===== src/rtl/move_controller.sv =====
// rtl/move_controller.sv - turns decoder click events into colour-checked chess move requests
module move_controller #(
    parameter int BOARD_X0 = 256,
    parameter int BOARD_Y0 = 128,
    parameter int SQ_SIZE  = 64,
    parameter int PIECE_W  = 4
) (
    input  logic               clk,
    input  logic               rst,
    input  logic [11:0]        mouse_xpos,
    input  logic [11:0]        mouse_ypos,
    input  logic [5:0]         mouse_position,
    input  logic               pick_piece,
    input  logic               place_piece,
    output logic [5:0]         sq_addr,
    input  logic [PIECE_W-1:0] sq_piece,
    output logic               move_valid,
    input  logic               move_ready,
    output logic [5:0]         move_from,
    output logic [5:0]         move_to,
    output logic [PIECE_W-1:0] move_piece,
    output logic               sel_active,
    output logic [5:0]         sel_sq,
    output logic               turn
);

    typedef enum logic [2:0] {
        IDLE    = 3'd0,
        SRC_RD  = 3'd1,
        SRC_CHK = 3'd2,
        HOLD    = 3'd3,
        DST_RD  = 3'd4,
        DST_CHK = 3'd5,
        REQ     = 3'd6
    } state_t;

    localparam logic [12:0] X_LO = 13'(BOARD_X0);
    localparam logic [12:0] X_HI = 13'(BOARD_X0 + 8 * SQ_SIZE);
    localparam logic [12:0] Y_LO = 13'(BOARD_Y0);
    localparam logic [12:0] Y_HI = 13'(BOARD_Y0 + 8 * SQ_SIZE);

    state_t               state_q, state_d;
    logic                 pick_q, pick_d;
    logic                 place_q, place_d;
    logic                 click_q, click_d;
    logic [5:0]           pos_q, pos_d;
    logic                 on_board_q, on_board_d;
    logic [5:0]           src_q, src_d;
    logic [5:0]           dst_q, dst_d;
    logic [PIECE_W-1:0]   piece_q, piece_d;
    logic [5:0]           sq_addr_q, sq_addr_d;
    logic                 move_valid_q, move_valid_d;
    logic [5:0]           move_from_q, move_from_d;
    logic [5:0]           move_to_q, move_to_d;
    logic [PIECE_W-1:0]   move_piece_q, move_piece_d;
    logic                 sel_active_q, sel_active_d;
    logic [5:0]           sel_sq_q, sel_sq_d;
    logic                 turn_q, turn_d;

    logic on_board;
    logic own_piece;
    logic hold_cancel;

    // Widened to 13 bits so the upper bounds cannot wrap.
    assign on_board = ({1'b0, mouse_xpos} >= X_LO) && ({1'b0, mouse_xpos} < X_HI) &&
                      ({1'b0, mouse_ypos} >= Y_LO) && ({1'b0, mouse_ypos} < Y_HI);

    assign own_piece   = (sq_piece != '0) && (sq_piece[PIECE_W-1] == turn_q);
    assign hold_cancel = !on_board_q || (pos_q == src_q);

    always_comb begin
        pick_d     = pick_piece;
        place_d    = place_piece;
        click_d    = (pick_piece & ~pick_q) | (place_piece & ~place_q);
        pos_d      = click_d ? mouse_position : pos_q;
        on_board_d = click_d ? on_board : on_board_q;
    end

    always_ff @(posedge clk or negedge rst) begin
        if (!rst) begin
            state_q      <= IDLE;
            pick_q       <= 1'b0;
            place_q      <= 1'b0;
            click_q      <= 1'b0;
            pos_q        <= '0;
            on_board_q   <= 1'b0;
            src_q        <= '0;
            dst_q        <= '0;
            piece_q      <= '0;
            sq_addr_q    <= '0;
            move_valid_q <= 1'b0;
            move_from_q  <= '0;
            move_to_q    <= '0;
            move_piece_q <= '0;
            sel_active_q <= 1'b0;
            sel_sq_q     <= '0;
            turn_q       <= 1'b0;
        end else begin
            state_q      <= state_d;
            pick_q       <= pick_d;
            place_q      <= place_d;
            click_q      <= click_d;
            pos_q        <= pos_d;
            on_board_q   <= on_board_d;
            src_q        <= src_d;
            dst_q        <= dst_d;
            piece_q      <= piece_d;
            sq_addr_q    <= sq_addr_d;
            move_valid_q <= move_valid_d;
            move_from_q  <= move_from_d;
            move_to_q    <= move_to_d;
            move_piece_q <= move_piece_d;
            sel_active_q <= sel_active_d;
            sel_sq_q     <= sel_sq_d;
            turn_q       <= turn_d;
        end
    end

    // Clicks outside IDLE and HOLD fall through without effect.
    always_comb begin
        state_d = state_q;
        case (state_q)
            IDLE:    if (click_q && on_board_q) state_d = SRC_RD;
            SRC_RD:  state_d = SRC_CHK;
            SRC_CHK: state_d = own_piece ? HOLD : IDLE;
            HOLD:    if (click_q) state_d = hold_cancel ? IDLE : DST_RD;
            DST_RD:  state_d = DST_CHK;
            DST_CHK: state_d = own_piece ? IDLE : REQ;
            REQ:     if (move_ready) state_d = IDLE;
            default: state_d = IDLE;
        endcase
    end

    always_comb begin
        src_d        = src_q;
        dst_d        = dst_q;
        piece_d      = piece_q;
        sq_addr_d    = sq_addr_q;
        move_valid_d = move_valid_q;
        move_from_d  = move_from_q;
        move_to_d    = move_to_q;
        move_piece_d = move_piece_q;
        sel_active_d = sel_active_q;
        sel_sq_d     = sel_sq_q;
        turn_d       = turn_q;
        case (state_q)
            IDLE: begin
                if (click_q && on_board_q) begin
                    src_d     = pos_q;
                    sq_addr_d = pos_q;
                end
            end
            SRC_CHK: begin
                if (own_piece) begin
                    piece_d      = sq_piece;
                    sel_active_d = 1'b1;
                    sel_sq_d     = src_q;
                end
            end
            HOLD: begin
                if (click_q) begin
                    if (hold_cancel) begin
                        sel_active_d = 1'b0;
                    end else begin
                        dst_d     = pos_q;
                        sq_addr_d = pos_q;
                    end
                end
            end
            DST_CHK: begin
                if (own_piece) begin
                    sel_active_d = 1'b0;
                end else begin
                    move_valid_d = 1'b1;
                    move_from_d  = src_q;
                    move_to_d    = dst_q;
                    move_piece_d = piece_q;
                end
            end
            REQ: begin
                if (move_ready) begin
                    move_valid_d = 1'b0;
                    sel_active_d = 1'b0;
                    turn_d       = ~turn_q;
                end
            end
            default: ;
        endcase
    end

    assign sq_addr    = sq_addr_q;
    assign move_valid = move_valid_q;
    assign move_from  = move_from_q;
    assign move_to    = move_to_q;
    assign move_piece = move_piece_q;
    assign sel_active = sel_active_q;
    assign sel_sq     = sel_sq_q;
    assign turn       = turn_q;

endmodule


===== config.mk =====
export PLATFORM = sky130hd
export DESIGN_NAME = move_controller
export DESIGN_NICKNAME = d
export VERILOG_FILES = /design/src/rtl/move_controller.sv
export SDC_FILE = /design/constraint.sdc
export NUM_CORES = 1
export LEC_CHECK = 0
export ABC_AREA = 1
export CAP_MARGIN = 10
export CORE_MARGIN = 2
export CORE_UTILIZATION = 40
export DETAILED_ROUTE_END_ITERATION = 6
export GPL_TIMING_DRIVEN = 0
export PLACE_DENSITY = 0.83
export SLEW_MARGIN = 20
export SYNTH_ARGS = -nofsm -noshare
export SYNTH_HDL_FRONTEND = slang
export SYNTH_SLANG_ARGS = --single-unit

===== constraint.sdc =====
create_clock -name clk -period 1.4 [get_ports clk]
set_input_delay 0.14 -clock clk [delete_from_list [all_inputs] [get_ports clk]]
set_output_delay 0.14 -clock clk [all_outputs]
set_load 0.01 [all_outputs]

## Yosys cells after proc, flatten, opt, wreduce, memory -nomap -nowiden

Index checks and enable logic that the tools add are counted.

- Output and inout bits: 31
- Word-level logic and storage cells: 85
- Register bits after elaboration: 60
- Bits of input ports: 39

- Multiplexer cells: 19
- Equality and inequality tests: 16
- $lt $le $gt $ge: 4
- Reduce and logical (&&, ||, !) cells: 21
- Bitwise operators: 8

Operator list:

| cell | count |
|---|---|
| less-than comparator 12 x 10 -> 1 bit, second input constant | 2 |
| one-hot mux 3 bit (7 select lines) | 1 |
| two-way mux 6 bit | 3 |
| inequality test 2 bit, second input constant | 8 |
| two-way mux 3 bit | 5 |
| greater-or-equal comparator 12 x 8 -> 1 bit, second input constant | 1 |
| greater-or-equal comparator 12 x 9 -> 1 bit, second input constant | 1 |
| one-hot mux 6 bit (2 select lines) | 1 |
| equality test 3 bit, second input constant | 3 |
| AND reduction 3 bit | 3 |
| AND reduction 2 bit | 4 |
| nonzero test 4 bit | 2 |
| equality test 3 x 2 -> 1 bit, second input constant | 2 |
| equality test 6 bit | 1 |
| two-way mux 1 bit | 6 |
| AND reduction 6 bit | 1 |
| logical AND 1 bit | 5 |
| NOT 1 bit | 5 |
| one-hot mux 1 bit (4 select lines) | 1 |
| AND reduction 4 bit | 1 |
| nonzero test 2 bit | 2 |
| equality test 3 x 1 -> 1 bit, second input constant | 1 |
| zero test 3 bit | 1 |
| AND 1 bit | 2 |
| other kinds (6) | 6 |

## Logic depth before layout (Yosys ltp)

Gate-level depths: netlist of the first run.

- Depth in word-level cells: 5
- Depth in mapped cells: 10
- Gate-level depth less buffers: 10

## Worst setup path before layout of the first run

OpenSTA, ideal clock, no wires.

- Path type: register to register
- Start: register turn_q (netlist: turn)
- End: register sel_sq_q[4] (netlist: sel_sq[4])
- Required time: 1.281 ns
- Setup slack: 0.079 ns
- Data arrival time: 1.202 ns
- Path buffers: 1
- Library setup time: 0.119 ns
- Clock period less this slack: 1.321 ns
- Stages on the path, launching flop included: 8
- Cells stage by stage: dfrtp_1 > xnor2_2 > nand2_2 > nor2_4 > inv_4 > buf_6 > nand2_1 > o21ai_2

- Longest elaborated chain between the ends: 3

Ends and longest elaborated chain:

| what | line | source |
|---|---|---|
| start: declaration | 58 | `logic turn_q, turn_d;` |
| start signal: assignment | 115 | `turn_q <= turn_d;` |
| equality test 1 bit | 68 | `assign own_piece = (sq_piece != '0) && (sq_piece[PIECE_W-1] == turn_q);` |
| logical AND 1 bit | 68 |  |
| AND reduction 2 bit (no source line) | - |  |
| end signal: assignment | 114 | `sel_sq_q <= sel_sq_d;` |
| end: declaration | 57 | `logic [5:0] sel_sq_q, sel_sq_d;` |

Every way passes these cells.
A chain may end at the register's enable or synchronous reset.

## Worst setup path in the final report of the first run

- Start: register pos_q[0]
- End: register dst_q[2]

- Longest elaborated chain between the ends: 4

Ends and longest elaborated chain:

| what | line | source |
|---|---|---|
| start: declaration | 46 | `logic [5:0] pos_q, pos_d;` |
| start signal: assignment | 103 | `pos_q <= pos_d;` |
| equality test 6 bit | 69 | `assign hold_cancel = !on_board_q \|\| (pos_q == src_q);` |
| logical OR 1 bit | 69 |  |
| NOT 1 bit (no source line) | - |  |
| AND reduction 3 bit (no source line) | - |  |
| end signal: assignment | 106 | `dst_q <= dst_d;` |
| end: declaration | 49 | `logic [5:0] dst_q, dst_d;` |

Every way passes these cells.

==> impl_metrics.tcl, run 1 <==
set metrics [dict create \
    nets 413 \
    path_common_cell "nand2_2" \
    diodes 0 \
    clock.fmax_mhz 697 \
    die_x_um 85.3 \
    grt_max_degree 61 \
    ir_drop_mv 0.725 \
    synth_cell_types 28 \
    cts.clk_slew.worst_paths_ns 0.07 \
    ys_warn_count 0 \
    power_uw 5820 \
    antenna_found_initial 0 \
    critical_path.top_delay_family "simple AND/OR/NAND/NOR gates" \
    failed_checks "setup timing" \
    relSlewSlack_pct 50.1 \
    power.density_nw_per_um2 1540 \
    cp.arrival_ns 1.65 \
    grt.total_usage_pct 16.3 \
    crit_required_ns 1.62 \
    yosysTopAreaCellShare_pct 56.7 \
    synth_area_um2 2650 \
    drc 0 \
    critPathLaunchType "flop" \
    rsz0062_at_grt "true" \
    gp_congestion 0.800 \
    dp_hpwl_um 3860 \
    ys_ff_latch 60 \
    die_area_um2 7280 \
    area_growth_pct 43.3 \
    grt_pass1_wl_um 9290 \
    cts_sinks 60 \
    io_pins 70 \
    fin_util_pct 59.4 \
    crit_fanout 5 \
    critical_path.cell_chain "nand2_1 -> nand2_2 -> nor2_2 -> nand3_2 -> nand2_4 -> nor2_4 -> buf_6 -> nand2_2 -> o21ai_1" \
    cts_htree_levels 3 \
    finalHoldViolations 0 \
    finalCritPeriodShare_pct 103 \
    root_buffer "clkbuf_8" \
    fill_cells 509 \
    syn_nets 322 \
    cp_slowest_cell "dfrtp_1" \
    syn_inst 283 \
    vias 2208 \
    drt_iter0_drc 129 \
    end_kind "flop" \
    cts_buffer_depth 2 \
    avgSynthCellArea_um2 9.35 \
    port_buffers 54 \
    slew_violations 0 \
    rows 29 \
    tightest_slew_ns 0.749 \
    skew_ns 0.0121 \
    routed_wl_um 6060 \
    die_h_um 85.3 \
    grt_pass1_vias 2075 \
    r2r-start "pos_q[0]$_DFFE_PN0P_" \
    rrSetupSlack_ns -0.04 \
    setup_slack_ns -0.0352 \
    cpPeakStageDelay_ns 0.44 \
    yosysSeqAreaShare_pct 56.7 \
    grt_remaining_overflow 0 \
    clock_latency_ns 0.33 \
    cts_buffers 9 \
    ant_nets 0 \
    crit_type "reg2reg" \
    core_area_um2 6390 \
    initial_utilization_pct 41.4 \
    firstDrtPassIters 4 \
    layout-drive-gt1-share_pct 31.8 \
    status "finished, violations left" \
    finalCriticalPeriod_ns 1.44 \
    hold_start "place_piece" \
    yosys.area.top_type "dfrtp_1" \
    hp-class "in2reg" \
    synth.area.top_cells "dfrtp_1 57%, nand2_1 12%, o21ai_2 7.6%" \
    maxCapViolCount 0 \
    p_leak_uw 0.00183 \
    cts_tree "built" \
    critical_path_buf_inv_count 1 \
    avgRoutedWirePerCell_um 13.4 \
    crit_path_start "pos_q[0]$_DFFE_PN0P_" \
    viasPerCell 4.86 \
    setup_violations 7 \
]
layout by cell type, fill, tap and decap left out, drive strengths merged:
| cell type | n |
|---|---|
| a22oi | 1 |
| nand4 | 2 |
| xnor2 | 1 |
| a21oi | 1 |
| nor4 | 1 |
| nand3b | 1 |
| nor3 | 1 |
| o22ai | 2 |
| dlygate4sd3 | 1 |
| nand2 | 90 |
| dfrtp | 60 |
| bufinv | 1 |
| xor2 | 2 |
| nand3 | 14 |
| clkbuf | 12 |
| clkdlybuf4s50 | 46 |
| buf | 34 |
| inv | 36 |
| clkinv | 1 |
| dlymetal6s2s | 5 |
| nor2 | 15 |
| o211ai | 1 |
| o21ai | 47 |
| dlygate4sd2 | 2 |
Yosys cell counts:
| cell type | instances |
|---|---|
| buf_2 | 3 |
| nand3b_1 | 1 |
| nor4_1 | 1 |
| inv_2 | 3 |
| o22ai_1 | 2 |
| nand3_1 | 13 |
| buf_6 | 5 |
| nand2_1 | 86 |
| nor2_1 | 12 |
| a22oi_1 | 1 |
| dfrtp_1 | 60 |
| inv_4 | 1 |
| inv_1 | 32 |
| nand3_2 | 1 |
| o21ai_1 | 6 |
| o211ai_1 | 1 |
| nand2_4 | 1 |
| nor3_1 | 1 |
| o21ai_0 | 18 |
| nor2_4 | 2 |
| xor2_1 | 2 |
| nor2_2 | 1 |
| o21ai_2 | 23 |
| xnor2_2 | 1 |
| a21oi_1 | 1 |
| nand2_2 | 3 |
| nand4_4 | 1 |
| nand4_1 | 1 |
layer usage:
metal	track usage, %	wire (um)	vias to the layer above	share of wire (%)
li1	-	-	1078	-
met1	20.7	2620	1046	43
met2	25.6	2980	69	49
met3	3.70	303	15	5.0
met4	9.09	157	0	2.6
met5	0	0	-	0
path summary, 6_finish.rpt:
kind                       cells past startpoint                         to
max                                            9       dst_q[2]$_DFFE_PN0P_
max in group asynchronous                      2     state_q[2]$_DFFE_PN0P_
min                                            1          place_q$_DFF_PN0_
min in group asynchronous                      2  move_piece[1]$_DFFE_PN0P_
min reg2reg                                    2     sq_addr[5]$_DFFE_PN0P_
max reg2reg                                    9       dst_q[2]$_DFFE_PN0P_
registers in the layout, summed over array words and instances (netlist names):
name	cells
on_board_q	1
pick_q	1
dst_q	6
place_q	1
move_to	6
click_q	1
move_piece	4
sel_active	1
sq_addr	6
move_valid	1
src_q	6
sel_sq	6
state_q	3
pos_q	6
piece_q	4
turn	1
move_from	6
worst reg2reg max path, delay by kind of cell (launching register included):
family / cells / cell delay [ns]
AND/OR/NAND/NOR: 7 / 0.70
flip-flops: 1 / 0.44
AO/OA/AOI/OAI: 1 / 0.06
buffers and inverters: 1 / 0.13
per-stage QoR:
| stage | instance area (um^2) | std cells | setup WS (ns) | setup TNS, ns | hold WS, ns |
|---|---|---|---|---|---|
| after floorplan | 2650 | 283 | 0.0789 | 0 | -0.156 |
| after global placement | 3280 | 414 | -1.61 | -101.60 | 0.461 |
| after detailed placement | 3280 | 414 | -0.277 | -6.29 | 0.253 |
| after CTS | 3550 | 437 | 0.000242 | 0 | 0.265 |
| after global routing | 3790 | 454 | -0.104 | -0.947 | 0.278 |
| final | 3790 | 454 | -0.0352 | -0.170 | 0.275 |
final cells by class:
class	count	area, um^2	share of cell area, %
clock buffer	12	155	4.09
tap	77	96.3	2.54
buffer	7	62.6	1.65
sequential	60	1500	39.7
timing repair buffer	81	761	20.1
inverter	36	140	3.70
clock inverter	2	35.0	0.924
multi-input combinational	179	1040	27.4
cells by family after synthesis:
group / after synthesis / share of synthesized area [%]
and+or+nand+nor: 124 / 20.7
DFF: 60 / 56.7
AOI/OAI and AO/OA: 52 / 13.4
buffers and inverters: 44 / 7.90
xor gates and xnor gates: 3 / 1.28
power by group:
part           leakage (uW)  switching [uW]  internal [uW]
Sequential         0.000788             249           2090
Combinational      0.000945            1060            890
Clock             0.0000983             637            898
Total               0.00183            1940           3880
what timing repair did:
item / in CTS / in global routing
gates resized for setup: 13 / 42
setup buffers: 8 / 17
hold buffers: 1 / 0
hold endpoints to repair: 60 / 0
cloned: 0 / 1
pin swaps: 4 / 11
endpoints found under the setup margin: 21 / 32
Power figures use the tool's default switching activity.
==> run 2: changes to the inputs <==
--- a/config.mk
+++ b/config.mk
@@ -5,13 +5,13 @@
 export SDC_FILE = /design/constraint.sdc
 export NUM_CORES = 1
 export LEC_CHECK = 0
-export ABC_AREA = 1
+export ABC_AREA = 0
 export CAP_MARGIN = 10
 export CORE_MARGIN = 2
-export CORE_UTILIZATION = 40
+export CORE_UTILIZATION = 41
 export DETAILED_ROUTE_END_ITERATION = 6
 export GPL_TIMING_DRIVEN = 0
-export PLACE_DENSITY = 0.83
+export PLACE_DENSITY = 0.85
 export SLEW_MARGIN = 20
 export SYNTH_ARGS = -nofsm -noshare
 export SYNTH_HDL_FRONTEND = slang
==> run 2 against run 1 <==
Net effect:
- the run still ends with setup timing left
- cell area grew 0.23%
- worst setup slack lost 0.39 ns
- clock power shrank 5%
- routed wire length shrank 11%
- fmax shrank 21%
- cell count shrank 24%
- critical path type unchanged
==> impl_metrics.tcl, run 2 <==
set metrics [dict create \
    die_area_um2 6830 \
    dp_hpwl_um 3340 \
    rows 28 \
    skew_ns 0.0114 \
    ir_drop_mv 0.819 \
    power.density_nw_per_um2 1330 \
    clock_latency_ns 0.33 \
    p_sw_share_pct 28.0 \
    layout_commonest_cell "dfrtp_1" \
    layout-drive-gt1-share_pct 39.7 \
    avgRoutedWirePerCell_um 15.5 \
    comb_power_share_pct 26.5 \
    synth_common_cells "60 x dfrtp_1, 40 x mux2_2, 11 x nand2_1" \
    grt.total_usage_pct 17.7 \
    yosysSeqAreaShare_pct 59.2 \
    avgSynthCellArea_um2 13.8 \
    status "finished, violations left" \
    port_buffers 54 \
    clkPwrFrac_pct 28.8 \
    maxCapViolCount 0 \
    end_kind "flop" \
    drc 0 \
    final-seq-area_um2 1510 \
    firstDrtPassIters 4 \
    diodes 0 \
    failed_checks "setup timing" \
    relSlewSlack_pct 67.6 \
    yosys.area.top_type "dfrtp_1" \
    vias 1720 \
    ant_nets 0 \
    mostFrequentLayoutCells "57 x dfrtp_1, 30 x mux2_4, 27 x clkdlybuf4s50_1, 20 x dlymetal6s2s_1, 19 x mux2_2" \
    area_growth_pct 49.9 \
    io_pins 70 \
    root_buffer "clkbuf_8" \
    grt_pass1_vias 1772 \
    ys_warn_count 0 \
    clock.fmax_mhz 548 \
    synth_cell_types 32 \
    antenna_found_initial 0 \
    crit_fanout 6 \
    setup_violations 40 \
    p_sw_uw 1410 \
    instances_no_fill 347 \
    syn_inst 184 \
    multi_input_area_um2 1170 \
    cts_htree_levels 3 \
    synthArstFlopShare_pct 100 \
    grt_remaining_overflow 0 \
    grt_max_degree 61 \
    cts_tree "built" \
    power_frac_seq_pct 44.7 \
    nets 307 \
    fin_util_pct 63.8 \
    routed_wl_um 5390 \
    core_area_um2 5960 \
    fill_cells 475 \
    crit_type "reg2reg" \
    intPower_uw 3630 \
    critPathLaunchType "flop" \
    grt_pass1_wl_um 8700 \
    whs_ns 0.171 \
    synth_area_um2 2530 \
    slew_violations 0 \
    drt_iter0_drc 54 \
    dp_slack_ns -0.702 \
    yosysTopAreaCellShare_pct 59.2 \
    p_leak_uw 0.00217 \
    synth_most_common_cell "dfrtp_1" \
    finalHoldViolations 0 \
    cts_buffer_depth 2 \
    setup_slack_ns -0.426 \
    die_h_um 82.6 \
    synth-edff-count 0 \
    setup_tns_ns -6.09 \
    viasPerCell 4.96 \
    tightest_slew_ns 0.485 \
    rsz0062_at_grt "true" \
    ys_ff_latch 60 \
    syn_nets 223 \
    finalCritPeriodShare_pct 130 \
    cts_buffers 9 \
    gp_congestion 0.828 \
    finalCriticalPeriod_ns 1.83 \
    initial_utilization_pct 42.6 \
    synth_flop_cell "dfrtp_1" \
    place_inst 314 \
    cp.arrival_ns 2.04 \
    cts_sinks 60 \
    crit_required_ns 1.61 \
    cts.clk_slew.worst_paths_ns 0.06 \
    synth.area.top_cells "dfrtp_1 59%, mux2_2 18%, mux2_4 5.3%" \
    die_x_um 82.6 \
    hp-class "in2reg" \
]
-- run 2: cell types whose count changed in the layout (fill, tap and decap cells not counted), moves of 15 or more --
cell             previous run  this run
clkdlybuf4s50_1            46        27
o21ai_2                    26         1
mux2_4                      0        30
dlymetal6s2s_1              5        20
mux2_2                      0        19
nand2_1                    77         8
inv_1                      20         4
-- run 2: metal layers --
layer	GRT usage, %	wire [um]
met1	23.4	2400
met5	0	0
met3	4.67	259
met4	8.85	109
met2	26.8	2620
-- run 2: per-stage QoR --
step	cell area, um^2	total power [uW]
6_report	3800	5040
5_1_grt	3800	5310
3_5_place_dp	3260	3400
2_1_floorplan	2600	2870
4_1_cts	3680	5000
3_3_place_gp	3230	3340
-- run 2: path summary, 6_finish.rpt --
| path | startpoint | endpoint | slack [ns] | cells past startpoint |
|---|---|---|---|---|
| setup / recovery | pos_q[3]$_DFFE_PN0P_ | sq_addr[3]$_DFFE_PN0P_ | -0.43 | 6 |
| hold / removal | sq_piece[1] | piece_q[1]$_DFFE_PN0P_ | 0.17 | 2 |
| setup reg to reg | pos_q[3]$_DFFE_PN0P_ | sq_addr[3]$_DFFE_PN0P_ | -0.43 | 6 |
| hold reg to reg | dst_q[4]$_DFFE_PN0P_ | dst_q[4]$_DFFE_PN0P_ | 0.51 | 1 |
| max in group asynchronous | rst | pos_q[2]$_DFFE_PN0P_ | 0.80 | 3 |
| min in group asynchronous | rst | sq_addr[2]$_DFFE_PN0P_ | 0.35 | 3 |
-- run 2: cell families after synthesis --
| logic type | synth area share (%) |
|---|---|
| multiplexers | 23.1 |
| AO/OA/AOI/OAI | 5.18 |
| flip-flops | 59.2 |
| AND/OR/NAND/NOR | 7.36 |
| XOR/XNOR | 3.46 |
| buffers and inverters | 1.68 |
-- run 2: power by group through the flow --
stage / registers [uW] / logic (uW) / clock network, uW
finish: 2250 / 1330 / 1450
global route: 2290 / 1450 / 1570
CTS: 2240 / 1280 / 1480
detailed placement: 2280 / 1120 / 0
global placement: 2260 / 1080 / 0
floorplan: 2280 / 587 / 0
-- run 2: timing repair --
action                                 4_1_cts  5_1_grt
pin swaps                                   10        9
setup buffers                               14        2
setup endpoints to repair                   55       65
hold buffers                                 1        0
endpoints found under the hold margin       60        0
cloned                                       1        0
gates resized for setup                     38       33
-- run 2: worst max-delay path, stage by stage, from the launching register on --
cell and delay (ns):
dfrtp_2 0.44, xor2_2 0.20, nor4_4 0.34, a21oi_2 0.12, o21ai_2 0.14, buf_6 0.16
mux2_4 0.30
-- run 2: area by class of cell --
class | count | area share [%]
clock inverter | 1 | 0.132
timing repair buffer | 73 | 20.5
clock buffer | 14 | 4.81
sequential | 60 | 39.6
multi-input combinational | 115 | 30.9
tap | 75 | 2.47
inverter | 4 | 0.395
buffer | 5 | 1.19
